`src/rtl/clk_div_prog.sv`:
```
// rtl/clk_div_prog.sv - programmable clock divider with tick strobe, event counter and bus registers
module clk_div_prog #(
    parameter int          CNT_W         = 32,
    parameter logic [31:0] DEFAULT_LIMIT = 32'd49_999_999,
    parameter bit          DEFAULT_EN    = 1'b1
) (
    input  logic        clk_in,
    input  logic        reset,
    input  logic [4:0]  io_addr,
    input  logic [31:0] io_wdata,
    input  logic        io_we,
    output logic        clk_out,
    output logic        tick,
    output logic [31:0] rd_data
);

    localparam logic [CNT_W-1:0] RST_LIMIT = DEFAULT_LIMIT[CNT_W-1:0];
    localparam logic [CNT_W-1:0] ONE       = {{(CNT_W-1){1'b0}}, 1'b1};

    localparam logic [1:0] REG_CTRL   = 2'd0;
    localparam logic [1:0] REG_LIMIT  = 2'd1;
    localparam logic [1:0] REG_COUNT  = 2'd2;
    localparam logic [1:0] REG_EVENTS = 2'd3;

    logic [CNT_W-1:0] counter;
    logic [CNT_W-1:0] active_limit;
    logic [CNT_W-1:0] pending_limit;
    logic [CNT_W-1:0] evt_cnt;
    logic             enable;

    logic [1:0]       sel;
    logic [CNT_W-1:0] wdata_t;
    logic             wr_ctrl;
    logic             wr_limit;
    logic             wr_events;
    logic             restart;
    logic             halt;
    logic             tc;
    logic             tc_eff;
    logic [31:0]      rd_next;
    logic             unused_bits;

    assign sel       = io_addr[3:2];
    assign wdata_t   = io_wdata[CNT_W-1:0];
    assign wr_ctrl   = io_we && (sel == REG_CTRL);
    assign wr_limit  = io_we && (sel == REG_LIMIT);
    assign wr_events = io_we && (sel == REG_EVENTS);
    assign restart   = wr_ctrl && io_wdata[1];
    // A restart or a disabling CTRL write overrides any terminal count on the same edge
    assign halt      = restart || (wr_ctrl && !io_wdata[0]);
    assign tc        = enable && (counter == active_limit);
    assign tc_eff    = tc && !halt;

    assign unused_bits = ^{io_addr[4], io_addr[1:0], io_wdata};

    // Enable bit of CTRL
    always_ff @(posedge clk_in or negedge reset) begin
        if (!reset) begin
            enable <= DEFAULT_EN;
        end else if (wr_ctrl) begin
            enable <= io_wdata[0];
        end
    end

    // Divide counter, square-wave output and tick strobe
    always_ff @(posedge clk_in or negedge reset) begin
        if (!reset) begin
            counter <= '0;
            clk_out <= 1'b0;
            tick    <= 1'b0;
        end else if (halt || !enable) begin
            counter <= '0;
            clk_out <= 1'b0;
            tick    <= 1'b0;
        end else if (tc) begin
            counter <= '0;
            clk_out <= ~clk_out;
            tick    <= 1'b1;
        end else begin
            counter <= counter + ONE;
            tick    <= 1'b0;
        end
    end

    // Limits: pending takes every write, active only at TC, restart or while stopped
    always_ff @(posedge clk_in or negedge reset) begin
        if (!reset) begin
            pending_limit <= RST_LIMIT;
            active_limit  <= RST_LIMIT;
        end else begin
            if (wr_limit) begin
                pending_limit <= wdata_t;
            end
            if (restart) begin
                active_limit <= pending_limit;
            end else if (wr_limit && (tc || !enable)) begin
                active_limit <= wdata_t;
            end else if (tc) begin
                active_limit <= pending_limit;
            end
        end
    end

    // Wrapping event counter; a clear beats a same-cycle increment
    always_ff @(posedge clk_in or negedge reset) begin
        if (!reset) begin
            evt_cnt <= '0;
        end else if (wr_events) begin
            evt_cnt <= '0;
        end else if (tc_eff) begin
            evt_cnt <= evt_cnt + ONE;
        end
    end

    // Read mux, zero-extended to the bus width
    always_comb begin
        rd_next = '0;
        case (sel)
            REG_CTRL:   rd_next[0]         = enable;
            REG_LIMIT:  rd_next[CNT_W-1:0] = pending_limit;
            REG_COUNT:  rd_next[CNT_W-1:0] = counter;
            REG_EVENTS: rd_next[CNT_W-1:0] = evt_cnt;
            default:    rd_next            = '0;
        endcase
    end

    // Registered read data, one cycle behind the address
    always_ff @(posedge clk_in or negedge reset) begin
        if (!reset) begin
            rd_data <= '0;
        end else begin
            rd_data <= rd_next;
        end
    end

endmodule

```
`config.mk`:
```
export PLATFORM = sky130hd
export DESIGN_NAME = clk_div_prog
export DESIGN_NICKNAME = d
export VERILOG_FILES = /design/src/rtl/clk_div_prog.sv
export SDC_FILE = /design/constraint.sdc
export NUM_CORES = 1
export LEC_CHECK = 0
export CORE_MARGIN = 2
export CORE_UTILIZATION = 53
export CTS_CLUSTER_SIZE = 40
export DETAILED_ROUTE_END_ITERATION = 6
export HOLD_SLACK_MARGIN = 0.1
export PLACE_DENSITY = 0.77
export SYNTH_ARGS = -nofsm -noshare
export SYNTH_HDL_FRONTEND = slang
export SYNTH_SLANG_ARGS = --single-unit
```
`constraint.sdc`:
```
create_clock -name clk_in -period 1.99 [get_ports clk_in]
set_input_delay 0.398 -clock clk_in [delete_from_list [all_inputs] [get_ports clk_in]]
set_output_delay 0.398 -clock clk_in [all_outputs]
set_load 0.005 [all_outputs]
```
==> flow_results.xml <==
<?xml version="1.0" encoding="UTF-8"?>
<metrics>
  <group name="layout">
    <metric name="final_nets" unit="">1030</metric>
    <metric name="antennaDiodeCount" unit="">0</metric>
    <metric name="drive_above_1_share" unit="">0.411</metric>
    <metric name="layout.core_utilization" unit="">0.769</metric>
    <metric name="layout.cell_area.non_filler" unit="sq um">12200</metric>
    <metric name="final.fill_count" unit="">867</metric>
    <metric name="flow.area_growth_from_synthesis" unit="%">42.1</metric>
  </group>
  <group name="power_and_ir_drop">
    <metric name="power.share.clock" unit="">0.357</metric>
    <metric name="power.static_leakage" unit="nW">5.04</metric>
    <metric name="combinational_share_of_power" unit="">0.197</metric>
    <metric name="power.density" unit="nW/um^2">758</metric>
    <metric name="p_total" unit="mW">9.22</metric>
    <metric name="p_int" unit="mW">6.59</metric>
    <metric name="ir_worst_vdd" unit="uV">805</metric>
    <metric name="part_of_the_power_in_registers" unit="">0.446</metric>
    <metric name="power.switching_fraction" unit="">0.285</metric>
    <metric name="power_switching" unit="mW">2.63</metric>
  </group>
  <group name="setup_path">
    <metric name="arrival" unit="ns">2.74</metric>
    <metric name="setup_slack_reg_to_reg" unit="ns">-0.38</metric>
    <metric name="critical_path.endpoint_type" unit="">register</metric>
    <metric name="r2r_end" unit="">evt_cnt[19]</metric>
    <metric name="crit_path_start_kind" unit="">register</metric>
    <metric name="worst-r2r-cell-count" unit="">8</metric>
    <metric name="worstPathMaxFanout" unit="">7</metric>
    <metric name="worst-endpoint-required" unit="ns">2.36</metric>
    <metric name="setup.worst_path.class" unit="">reg2reg</metric>
    <metric name="crit-reg2reg-launch" unit="">counter[24]</metric>
  </group>
  <group name="die">
    <metric name="dieWidth" unit="um">131</metric>
    <metric name="design.core.area" unit="sq um">15800</metric>
    <metric name="die-area" unit="sq um">17200</metric>
    <metric name="die_y" unit="um">131</metric>
    <metric name="row_count" unit="">46</metric>
    <metric name="boundaryPins" unit="">74</metric>
    <metric name="floorplan.initialDensity" unit="">0.541</metric>
  </group>
  <group name="timing">
    <metric name="clock_skew" unit="ns">0.0140</metric>
    <metric name="rsz0062_at_grt" unit="">true</metric>
    <metric name="final-hold-violation-count" unit="">0</metric>
    <metric name="min_period_over_period" unit="">1.19</metric>
    <metric name="fmax" unit="MHz">422</metric>
    <metric name="finalSetupViolCount" unit="">98</metric>
    <metric name="finalCriticalPeriod" unit="ns">2.37</metric>
    <metric name="worst_slew_margin_rel" unit="">0.666</metric>
    <metric name="final-max-slew-violation-count" unit="">0</metric>
    <metric name="worst_pin_slew" unit="ns">0.501</metric>
    <metric name="finalWorstSetupSlack" unit="ns">-0.382</metric>
  </group>
  <group name="placed_design">
    <metric name="io_buffers" unit="">70</metric>
    <metric name="place_area" unit="sq um">10300</metric>
    <metric name="place_congestion" unit="">0.880</metric>
    <metric name="post_dp_hpwl" unit="um">16500</metric>
    <metric name="detailedPlace.worstSlack" unit="ns">-0.632</metric>
  </group>
  <group name="detailed_routing">
    <metric name="route.detailed.wl_per_inst" unit="um">24.6</metric>
    <metric name="detail_route.wirelength" unit="um">29900</metric>
    <metric name="drtAntennaViolNets" unit="">0</metric>
    <metric name="detailedRoute.firstPassIterationCount" unit="">5</metric>
    <metric name="detail_route.drc_violations" unit="">0</metric>
    <metric name="routed-via-count" unit="">7968</metric>
    <metric name="routed_via_density" unit="">6.55</metric>
    <metric name="detailed_router_s_first_iteration_violation_count" unit="">996</metric>
  </group>
  <group name="yosys">
    <metric name="synthesis.instances" unit="">805</metric>
    <metric name="syn-mean-instance-area" unit="sq um">10.6</metric>
    <metric name="async_reset_ff_frac" unit="">1.00</metric>
    <metric name="netlist-cell-type-count" unit="">54</metric>
    <metric name="yosysWarnings" unit="">0</metric>
    <metric name="synth-main-ff-cell" unit="">dfrtp_1</metric>
    <metric name="ys_seq_area_frac" unit="">0.482</metric>
    <metric name="postSynthRegisterBits" unit="">163</metric>
    <metric name="mappedNetlistArea" unit="sq um">8570</metric>
    <metric name="synthDominantCellAreaShare" unit="">0.368</metric>
    <metric name="postSynthNetCount" unit="">847</metric>
    <metric name="synth.largest_area_cell" unit="">dfrtp_1</metric>
    <metric name="leading_post_synthesis_cells_by_cell_area" unit="">dfrtp_1 (37%), dfstp_2 (11%), mux2_2 (8.1%)</metric>
    <metric name="synth_enable_flop_cells" unit="">0</metric>
    <metric name="most_frequent_cells_after_synthesis" unit="">dfrtp_1 (126), mux2_2 (62), xor2_1 (53), nor2_1 (50), nand2_1 (44)</metric>
    <metric name="yosys.cell_count.top_type" unit="">dfrtp_1</metric>
  </group>
  <group name="global_routing">
    <metric name="grt.total_usage" unit="">0.302</metric>
    <metric name="antenna_violations_before_repair" unit="">0</metric>
    <metric name="grt_max_degree" unit="">72</metric>
    <metric name="grt_pass1_wl" unit="um">40700</metric>
    <metric name="grt_remaining_overflow" unit="">0</metric>
    <metric name="via_count_of_the_first_global_routing_pass" unit="">7331</metric>
  </group>
  <group name="hold_path">
    <metric name="worst_hold_path_type" unit="">in2async</metric>
  </group>
  <group name="clock_tree">
    <metric name="cts_max_path_buffers" unit="">2</metric>
    <metric name="cts-root-buf" unit="">clkbuf_16</metric>
    <metric name="htreeDepth" unit="">4</metric>
    <metric name="clkSlewWorstSetupHoldPaths" unit="ns">0.07</metric>
    <metric name="cts_inserted_buffers" unit="">17</metric>
    <metric name="clk-insertion-delay-late" unit="ns">0.44</metric>
    <metric name="clock_sinks" unit="">163</metric>
    <metric name="clock_tree_from_tritoncts" unit="">yes</metric>
  </group>
  <group name="run_status">
    <metric name="run_status" unit="">complete, but fails checks</metric>
    <metric name="violations" unit="">negative setup slack</metric>
  </group>
  <group name="run">
    <metric name="maxCapViolations" unit="">0</metric>
  </group>
</metrics>
[power groups by stage]
stage               logic, mW  clock network, mW  registers (mW)
floorplan               0.801                  0            4.02
global placement         1.31                  0            4.11
detailed placement       1.34                  0            4.12
CTS                      1.51               3.27            4.07
global route             1.92               3.45            4.14
finish                   1.82               3.29            4.11
[per-stage QoR]
stage / hold slack (ns) / std cells / setup TNS [ns]
2_1_floorplan: 0.102 / 805 / -3.10
4_1_cts: 0.373 / 1197 / -12.18
3_3_place_gp: 0.256 / 1154 / -31.89
5_1_grt: 0.374 / 1217 / -29.65
6_report: 0.370 / 1217 / -24.93
3_5_place_dp: 0.263 / 1154 / -36.52
[cell usage in the layout (no fill, tap or decap), types with 8 or more instances in the layout]
master and count:
dfrtp_1 125, buf_4 114, clkdlybuf4s50_1 69, mux2_2 62, xor2_1 49, nand2_1 42
inv_1 37, dfstp_2 37, o21ai_0 36, nand3b_1 35, o22ai_1 32, a22o_1 31
nor2_4 30, a221oi_2 24, clkbuf_16 23, nand3_1 18, nor2_1 18, xnor2_1 14
nand4_1 13, a21oi_2 12, buf_6 11, buf_12 11, nor4_2 9, and3_1 9
a221oi_4 8
[sequential cells by signal (all words and copies together) (netlist names)]
| register | flops |
|---|---|
| clk_out | 1 |
| active_limit | 32 |
| tick | 1 |
| counter | 32 |
| pending_limit | 32 |
| enable | 1 |
| rd_data | 32 |
| evt_cnt | 32 |
[how the worst max path moves through the flow]
stage / to / from / slack, ns
2_1_floorplan: evt_cnt[29] / evt_cnt[3] / -0.13
3_3_place_gp: evt_cnt[27] / io_wdata[0] / -0.51
3_5_place_dp: evt_cnt[29] / io_wdata[0] / -0.63
4_1_cts: evt_cnt[22] / active_limit[3] / -0.28
5_1_grt: evt_cnt[19] / active_limit[12] / -0.46
6_report: evt_cnt[19] / counter[24] / -0.38
[area by class of cell]
type,instances,area (sq um),area share
timing repair buffer,216,2140,0.175
multi-input combinational,552,4920,0.404
inverter,38,145,0.0119
sequential,163,4130,0.339
clock buffer,24,472,0.0387
tap,216,270,0.0222
clock inverter,8,104,0.00853
[worst max-delay path, stage by stage, from the launching register on]
cell and delay, ns:
dfrtp_1 0.41, xor2_1 0.21, nor4_2 0.38, and4_4 0.33
buf_12 0.13, nand3_4 0.14, buf_4 0.18, or3_1 0.36
a21oi_2 0.15
[cells by family after synthesis]
group                      Yosys count  share of synthesized area
DFF                                163                      0.482
buffers and inverters               92                     0.0443
AOI/OAI and AO/OA                  177                      0.150
xor gates and xnor gates            70                     0.0716
muxes                               65                     0.0865
adders and majority gates            2                    0.00292
and+or+nand+nor                    236                      0.163
[layer usage]
metal | global-route usage | vias to the layer above | wire [um]
li1 | - | 3312 | -
met2 | 0.483 | 577 | 14200
met3 | 0.0544 | 136 | 2880
met4 | 0.0966 | 2 | 1420
met5 | 0 | - | 37
met1 | 0.421 | 3941 | 11400
[timing repair]
item / CTS / global route
setup endpoints to repair: 95 / 98
cloned: 3 / 7
hold endpoints to repair: 18 / 0
hold buffers: 1 / 0
pin swaps: 31 / 67
buffers inserted: 7 / 14
resized for setup: 62 / 120
Power figures use the tool's default switching activity.
